$ cat src/rtl/key_event_if.sv
// Bundle between the key debouncer, the key event generator and the UI logic.
// The master side produces the events; the slave side supplies the key level.
interface key_event_if;
    logic       key_in;
    logic       press_pulse;
    logic       release_pulse;
    logic       click_pulse;
    logic       long_pulse;
    logic       repeat_pulse;
    logic       held;
    logic       long_held;
    logic [7:0] click_count;

    modport master (
        input  key_in,
        output press_pulse,
        output release_pulse,
        output click_pulse,
        output long_pulse,
        output repeat_pulse,
        output held,
        output long_held,
        output click_count
    );

    modport slave (
        output key_in,
        input  press_pulse,
        input  release_pulse,
        input  click_pulse,
        input  long_pulse,
        input  repeat_pulse,
        input  held,
        input  long_held,
        input  click_count
    );
endinterface

$ cat src/rtl/key_event.sv
// Converts a debounced key level into registered single-cycle press/release/click/
// long/repeat events, hold-status levels and a wrapping click counter.
module key_event #(
    parameter bit ACTIVE_LOW = 1'b1,
    parameter int CNT_W      = 26,
    parameter int LONG_CNT   = 25000000,
    parameter int REPEAT_CNT = 5000000
) (
    input  logic         sys_clk,
    input  logic         sys_rst_n,
    key_event_if.master  bus
);

    typedef enum logic [1:0] {
        IDLE = 2'd0,
        HOLD = 2'd1,
        LONG = 2'd2
    } state_t;

    localparam logic [CNT_W-1:0] LONG_V = CNT_W'(LONG_CNT);
    localparam logic [CNT_W-1:0] REP_V  = CNT_W'(REPEAT_CNT);
    localparam logic [CNT_W-1:0] ONE_V  = CNT_W'(1);
    localparam logic [CNT_W-1:0] ZERO_V = CNT_W'(0);
    localparam bit               REP_EN = (REPEAT_CNT != 0);

    function automatic logic level_to_pressed(input logic level, input logic active_low);
        return active_low ? ~level : level;
    endfunction

    state_t           state_r;
    state_t           state_nxt_s;
    logic [CNT_W-1:0] cnt_r;
    logic [CNT_W-1:0] cnt_nxt_s;
    logic [7:0]       click_count_r;
    logic [7:0]       click_count_nxt_s;
    logic             pressed_s;
    logic             press_r,   press_nxt_s;
    logic             release_r, release_nxt_s;
    logic             click_r,   click_nxt_s;
    logic             long_r,    long_nxt_s;
    logic             repeat_r,  repeat_nxt_s;
    logic             held_r,    held_nxt_s;
    logic             long_held_r, long_held_nxt_s;

    assign pressed_s = level_to_pressed(bus.key_in, ACTIVE_LOW);

    // Next-state, counter and event decode; release always wins over a coincident threshold.
    always_comb begin
        state_nxt_s       = state_r;
        cnt_nxt_s         = cnt_r;
        click_count_nxt_s = click_count_r;
        press_nxt_s       = 1'b0;
        release_nxt_s     = 1'b0;
        click_nxt_s       = 1'b0;
        long_nxt_s        = 1'b0;
        repeat_nxt_s      = 1'b0;
        case (state_r)
            IDLE: begin
                if (pressed_s) begin
                    press_nxt_s = 1'b1;
                    cnt_nxt_s   = ONE_V;
                    state_nxt_s = HOLD;
                end else begin
                    cnt_nxt_s   = ZERO_V;
                end
            end
            HOLD: begin
                if (!pressed_s) begin
                    release_nxt_s     = 1'b1;
                    click_nxt_s       = 1'b1;
                    click_count_nxt_s = click_count_r + 8'd1;
                    cnt_nxt_s         = ZERO_V;
                    state_nxt_s       = IDLE;
                end else if (cnt_r >= LONG_V) begin
                    // >= keeps the counter bounded even if it were ever corrupted
                    long_nxt_s  = 1'b1;
                    cnt_nxt_s   = ONE_V;
                    state_nxt_s = LONG;
                end else begin
                    cnt_nxt_s   = cnt_r + ONE_V;
                end
            end
            LONG: begin
                if (!pressed_s) begin
                    release_nxt_s = 1'b1;
                    cnt_nxt_s     = ZERO_V;
                    state_nxt_s   = IDLE;
                end else if (REP_EN && (cnt_r >= REP_V)) begin
                    repeat_nxt_s  = 1'b1;
                    cnt_nxt_s     = ONE_V;
                end else if (REP_EN) begin
                    cnt_nxt_s     = cnt_r + ONE_V;
                end else begin
                    cnt_nxt_s     = cnt_r;
                end
            end
            default: begin
                state_nxt_s = IDLE;
                cnt_nxt_s   = ZERO_V;
            end
        endcase
        held_nxt_s      = (state_nxt_s == HOLD) || (state_nxt_s == LONG);
        long_held_nxt_s = (state_nxt_s == LONG);
    end

    // State, counter and registered outputs.
    always_ff @(posedge sys_clk or negedge sys_rst_n) begin
        if (!sys_rst_n) begin
            state_r       <= IDLE;
            cnt_r         <= ZERO_V;
            click_count_r <= 8'd0;
            press_r       <= 1'b0;
            release_r     <= 1'b0;
            click_r       <= 1'b0;
            long_r        <= 1'b0;
            repeat_r      <= 1'b0;
            held_r        <= 1'b0;
            long_held_r   <= 1'b0;
        end else begin
            state_r       <= state_nxt_s;
            cnt_r         <= cnt_nxt_s;
            click_count_r <= click_count_nxt_s;
            press_r       <= press_nxt_s;
            release_r     <= release_nxt_s;
            click_r       <= click_nxt_s;
            long_r        <= long_nxt_s;
            repeat_r      <= repeat_nxt_s;
            held_r        <= held_nxt_s;
            long_held_r   <= long_held_nxt_s;
        end
    end

    assign bus.press_pulse   = press_r;
    assign bus.release_pulse = release_r;
    assign bus.click_pulse   = click_r;
    assign bus.long_pulse    = long_r;
    assign bus.repeat_pulse  = repeat_r;
    assign bus.held          = held_r;
    assign bus.long_held     = long_held_r;
    assign bus.click_count   = click_count_r;

endmodule

$ cat src/flat_wrapper.sv
// flat-port wrapper written by rule: the top's interface ports become plain ports
module key_event_flat 
#(
    parameter bit ACTIVE_LOW = 1'b1,
    parameter int CNT_W      = 26,
    parameter int LONG_CNT   = 25000000,
    parameter int REPEAT_CNT = 5000000
)
  (sys_clk, sys_rst_n, bus_key_in, bus_press_pulse, bus_release_pulse, bus_click_pulse, bus_long_pulse, bus_repeat_pulse, bus_held, bus_long_held, bus_click_count);
  key_event_if bus_i ();
  input  logic sys_clk;
  input  logic sys_rst_n;
  input wire logic [$bits(bus_i.key_in)-1:0] bus_key_in;
  output wire logic [$bits(bus_i.press_pulse)-1:0] bus_press_pulse;
  output wire logic [$bits(bus_i.release_pulse)-1:0] bus_release_pulse;
  output wire logic [$bits(bus_i.click_pulse)-1:0] bus_click_pulse;
  output wire logic [$bits(bus_i.long_pulse)-1:0] bus_long_pulse;
  output wire logic [$bits(bus_i.repeat_pulse)-1:0] bus_repeat_pulse;
  output wire logic [$bits(bus_i.held)-1:0] bus_held;
  output wire logic [$bits(bus_i.long_held)-1:0] bus_long_held;
  output wire logic [$bits(bus_i.click_count)-1:0] bus_click_count;
  assign bus_i.key_in = bus_key_in;
  assign bus_press_pulse = bus_i.press_pulse;
  assign bus_release_pulse = bus_i.release_pulse;
  assign bus_click_pulse = bus_i.click_pulse;
  assign bus_long_pulse = bus_i.long_pulse;
  assign bus_repeat_pulse = bus_i.repeat_pulse;
  assign bus_held = bus_i.held;
  assign bus_long_held = bus_i.long_held;
  assign bus_click_count = bus_i.click_count;
  key_event #(.ACTIVE_LOW(ACTIVE_LOW), .CNT_W(CNT_W), .LONG_CNT(LONG_CNT), .REPEAT_CNT(REPEAT_CNT)) u_core (.sys_clk(sys_clk), .sys_rst_n(sys_rst_n), .bus(bus_i));
endmodule
$ cat config.mk
export PLATFORM = sky130hd
export DESIGN_NAME = key_event_flat
export DESIGN_NICKNAME = d
export VERILOG_FILES = /design/src/rtl/key_event_if.sv /design/src/rtl/key_event.sv /design/src/flat_wrapper.sv
export SDC_FILE = /design/constraint.sdc
export NUM_CORES = 1
export LEC_CHECK = 0
export ABC_AREA = 0
export BUFFER_PORTS_ARGS = -buffer_cell sky130_fd_sc_hd__clkbuf_2
export CORE_AREA = 3 3 90 92
export CTS_CLUSTER_DIAMETER = 50
export DETAILED_ROUTE_END_ITERATION = 16
export DIE_AREA = 0 0 93 95
export MAX_ROUTING_LAYER = met4
export PLACE_DENSITY = 0.51
export SLEW_MARGIN = 20
export SYNTH_ARGS = -nofsm -noshare
export SYNTH_HDL_FRONTEND = slang
export SYNTH_SLANG_ARGS = --single-unit
$ cat constraint.sdc
create_clock -name sys_clk -period 3.5 [get_ports sys_clk]
set_input_delay 1.05 -clock sys_clk [delete_from_list [all_inputs] [get_ports sys_clk]]
set_output_delay 1.05 -clock sys_clk [all_outputs]
set_load 0.1 [all_outputs]
==> reports/summary.txt <==
CTS Hold Bufs -> 0
clk_lat worst skew -> 0.30 ns
synthesized instance count -> 217
layout cells sized above 1 -> 14.8%
Nets -> 246
fmax -> 445 MHz
Worst path max stage delay -> 0.48 ns
sw frac -> 48.3%
Startpoint Class -> flip-flop
CTS tree -> yes
final core occ -> 34.0%
Clock Tree Buf Depth -> 2
CTS H-tree lvls -> 2
CTS root buf -> clkbuf_8
Post-synth EDFFs -> 0
Slew headroom -> 54.3%
Pleak -> 1.05 nW
antenna cells -> 0
1st-pass router iterations -> 4
Clock Skew -> 0.00800 ns
FP Rows -> 31
chip width -> 93 um
async set-reset flop share out of synthesis -> 100%
DRT Wirelength -> 4310 um
die area -> 0.00884 mm2
FF-to-FF Start -> u_core.cnt_r[15]$_DFF_PN0_
worst vdd ir -> 0.402 mV
# placed instances -> 327
Post-Synthesis Net Count -> 228
final instance area -> 0.00248 mm2
Starting Density -> 30.4%
Resized Gates After CTS -> 0
Main synth FF type -> dfrtp_1
CTS Sinks -> 43
Max-Cap Viols -> 0
Post-Synthesis Cell Area -> 0.00222 mm2
Crit. Startpoint -> u_core.bus.click_count[0]$_DFFE_PN0P_
yosys warns -> 0
HP Start -> u_core.bus.click_count[7]$_DFFE_PN0P_
Period Utilization, post-route -> 64.2%
Die H -> 95 um
post-synthesis sequential area ratio -> 48.5%
worst slew pin tran -> 0.685 ns
gpl congestion -> 0.812
maximum fanout along the worst path -> 4
worst path cell trace -> clkbuf_2
pin count of the biggest net entering global routing -> 28
Hold Vio Cnt, Final -> 0
fin. max-slew vios -> 0
DP Wirelength -> 2990 um
switching power total -> 798 uW
Gate power share -> 42.9%
Num CTS Buffers -> 5
Crit Path Class -> reg2out
CTS clk-pin slew, worst paths -> 0.09 ns
layout overhead on the synthesized area -> 11.7%
fin cells -> 335
post-CTS setup buffer count -> 0
Setup-failing EPs final -> 0
Pint -> 853 uW
RSZ-0062 raised after global routing -> no
pwr dens -> 667 mW/mm2
worst path arrival time -> 1.20 ns
Iter 0 DRT Violations -> 85
Seq cells post-synth -> 43
Flop pwr share -> 38.2%
path depth of the worst reg2reg path -> 5
drt wl/cell -> 12.9 um
I/O pin cnt -> 18
Register-to-Register Setup Slack -> 1.26 ns
Hold WS -> 0.475 ns
setup tns final -> 0 ns
run status -> finished clean
via count -> 1,580
Clk network pwr share -> 18.9%
mean area per synthesized cell -> 10.2 um2
slowest stage cell, crit path -> clkbuf_2
critical path depth -> 1
IO Port Bufs -> 17
fill count -> 779
Worst path top cell family by delay -> buffers and inverters
DRC -> 0
Netlist cell types -> 41
Via density -> 4.72
Overflow after GRT -> 0
initial antenna violation count -> 0
worst hold path type -> reg2reg
number of global-route vias before repair -> 1,549
first-pass GRT wire length -> 7380 um
required time worst endpoint -> 2.45 ns
Placeable Area -> 0.00729 mm2
Hold Path Stages -> 1
min cycle time layout -> 2.25 ns
WP buf/inv -> 1
Post-DRT Antenna Nets -> 0
gr usage total -> 10.9%
Setup crit end kind -> primary output
Placed Area -> 0.00239 mm2
final timing paths:
kind	end
max	bus_click_count[0]
min	u_core.bus.click_count[7]$_DFFE_PN0P_
max reg2reg	u_core.cnt_r[1]$_DFF_PN0_
min reg2reg	u_core.bus.click_count[7]$_DFFE_PN0P_
max in group asynchronous	u_core.bus.repeat_pulse$_DFF_PN0_
min in group asynchronous	u_core.cnt_r[8]$_DFF_PN0_
cells in the mapped netlist, drive strengths merged, types with 2 or more instances:
master,count,area share (%)
xor2,9,3.6
o31ai,2,0.68
a211o,2,0.85
xnor2,20,7.9
a21boi,3,1.0
clkbuf,4,0.68
inv,8,1.4
ha,8,4.5
nand3,11,2.5
and2,3,0.85
o211ai,3,1.2
nor4,6,1.7
nor3,3,0.68
nand2,15,2.5
and3,5,1.4
a21oi,30,6.9
dfrtp,43,49
and4,4,1.6
nand4,5,2.1
nor2,14,2.4
or4,2,0.68
buf,4,1.6
kinds of logic (layout without fill, tap and decap cells):
kind of cell,Yosys count,in the layout,synth area share [%]
other cells,1,1,0.169
fa+ha+maj,8,8,4.51
flops,43,43,48.5
compound gates,45,45,12.5
buf+inv,16,35,3.61
simple gates,74,74,18.7
xor+xnor,29,29,11.5
mux,1,1,0.508
per-layer routing:
layer	GRT usage [%]	wire length (um)	part of all wire [%]
met2	16.1	1940	45
met4	5.37	132	3.1
met1	13.9	2150	50
met3	2.63	83	1.9
met5	-	0	0
sequential cells by signal, indices dropped and copies added, names as in the netlist:
name and flops:
u_core.cnt_r 26, u_core.bus.click_count 8, u_core.state_r 2, u_core.bus.click_pulse 1
u_core.bus.held 1, u_core.bus.long_held 1, u_core.bus.long_pulse 1, u_core.bus.press_pulse 1
u_core.bus.release_pulse 1, u_core.bus.repeat_pulse 1
cell type report:
cell class / instances / area [um2] / area share, %
sequential: 43 / 1080 / 43.5
multi-input combinational: 158 / 1060 / 42.9
tap: 99 / 124 / 5.00
timing repair buffer: 19 / 100 / 4.04
clock buffer: 6 / 72.6 / 2.93
inverter: 8 / 30.0 / 1.21
clock inverter: 2 / 12.5 / 0.505
placed cells by master (no fill, tap or decap), types with 6 or more instances in the layout:
cell type,n
nor4_1,6
xnor2_1,20
nor2_1,14
ha_1,8
inv_1,8
clkbuf_2,17
dfrtp_1,43
a21oi_1,29
xor2_1,9
nand3_1,11
nand2_1,15
power by group through the flow:
stage / clock network, mW / logic [mW] / registers (mW)
2_1_floorplan: 0 / 0.210 / 1.02
3_3_place_gp: 0 / 0.720 / 0.640
3_5_place_dp: 0 / 0.718 / 0.641
4_1_cts: 0.324 / 0.718 / 0.631
5_1_grt: 0.344 / 0.765 / 0.641
6_report: 0.311 / 0.709 / 0.631
through the flow:
step	power, mW	setup slack (ns)
after floorplan	1.23	1.20
after global placement	1.36	1.23
after detailed placement	1.36	1.16
after CTS	1.67	1.24
after global routing	1.75	1.09
final	1.65	1.25
Note: power is estimated with default switching activity, not from simulation.
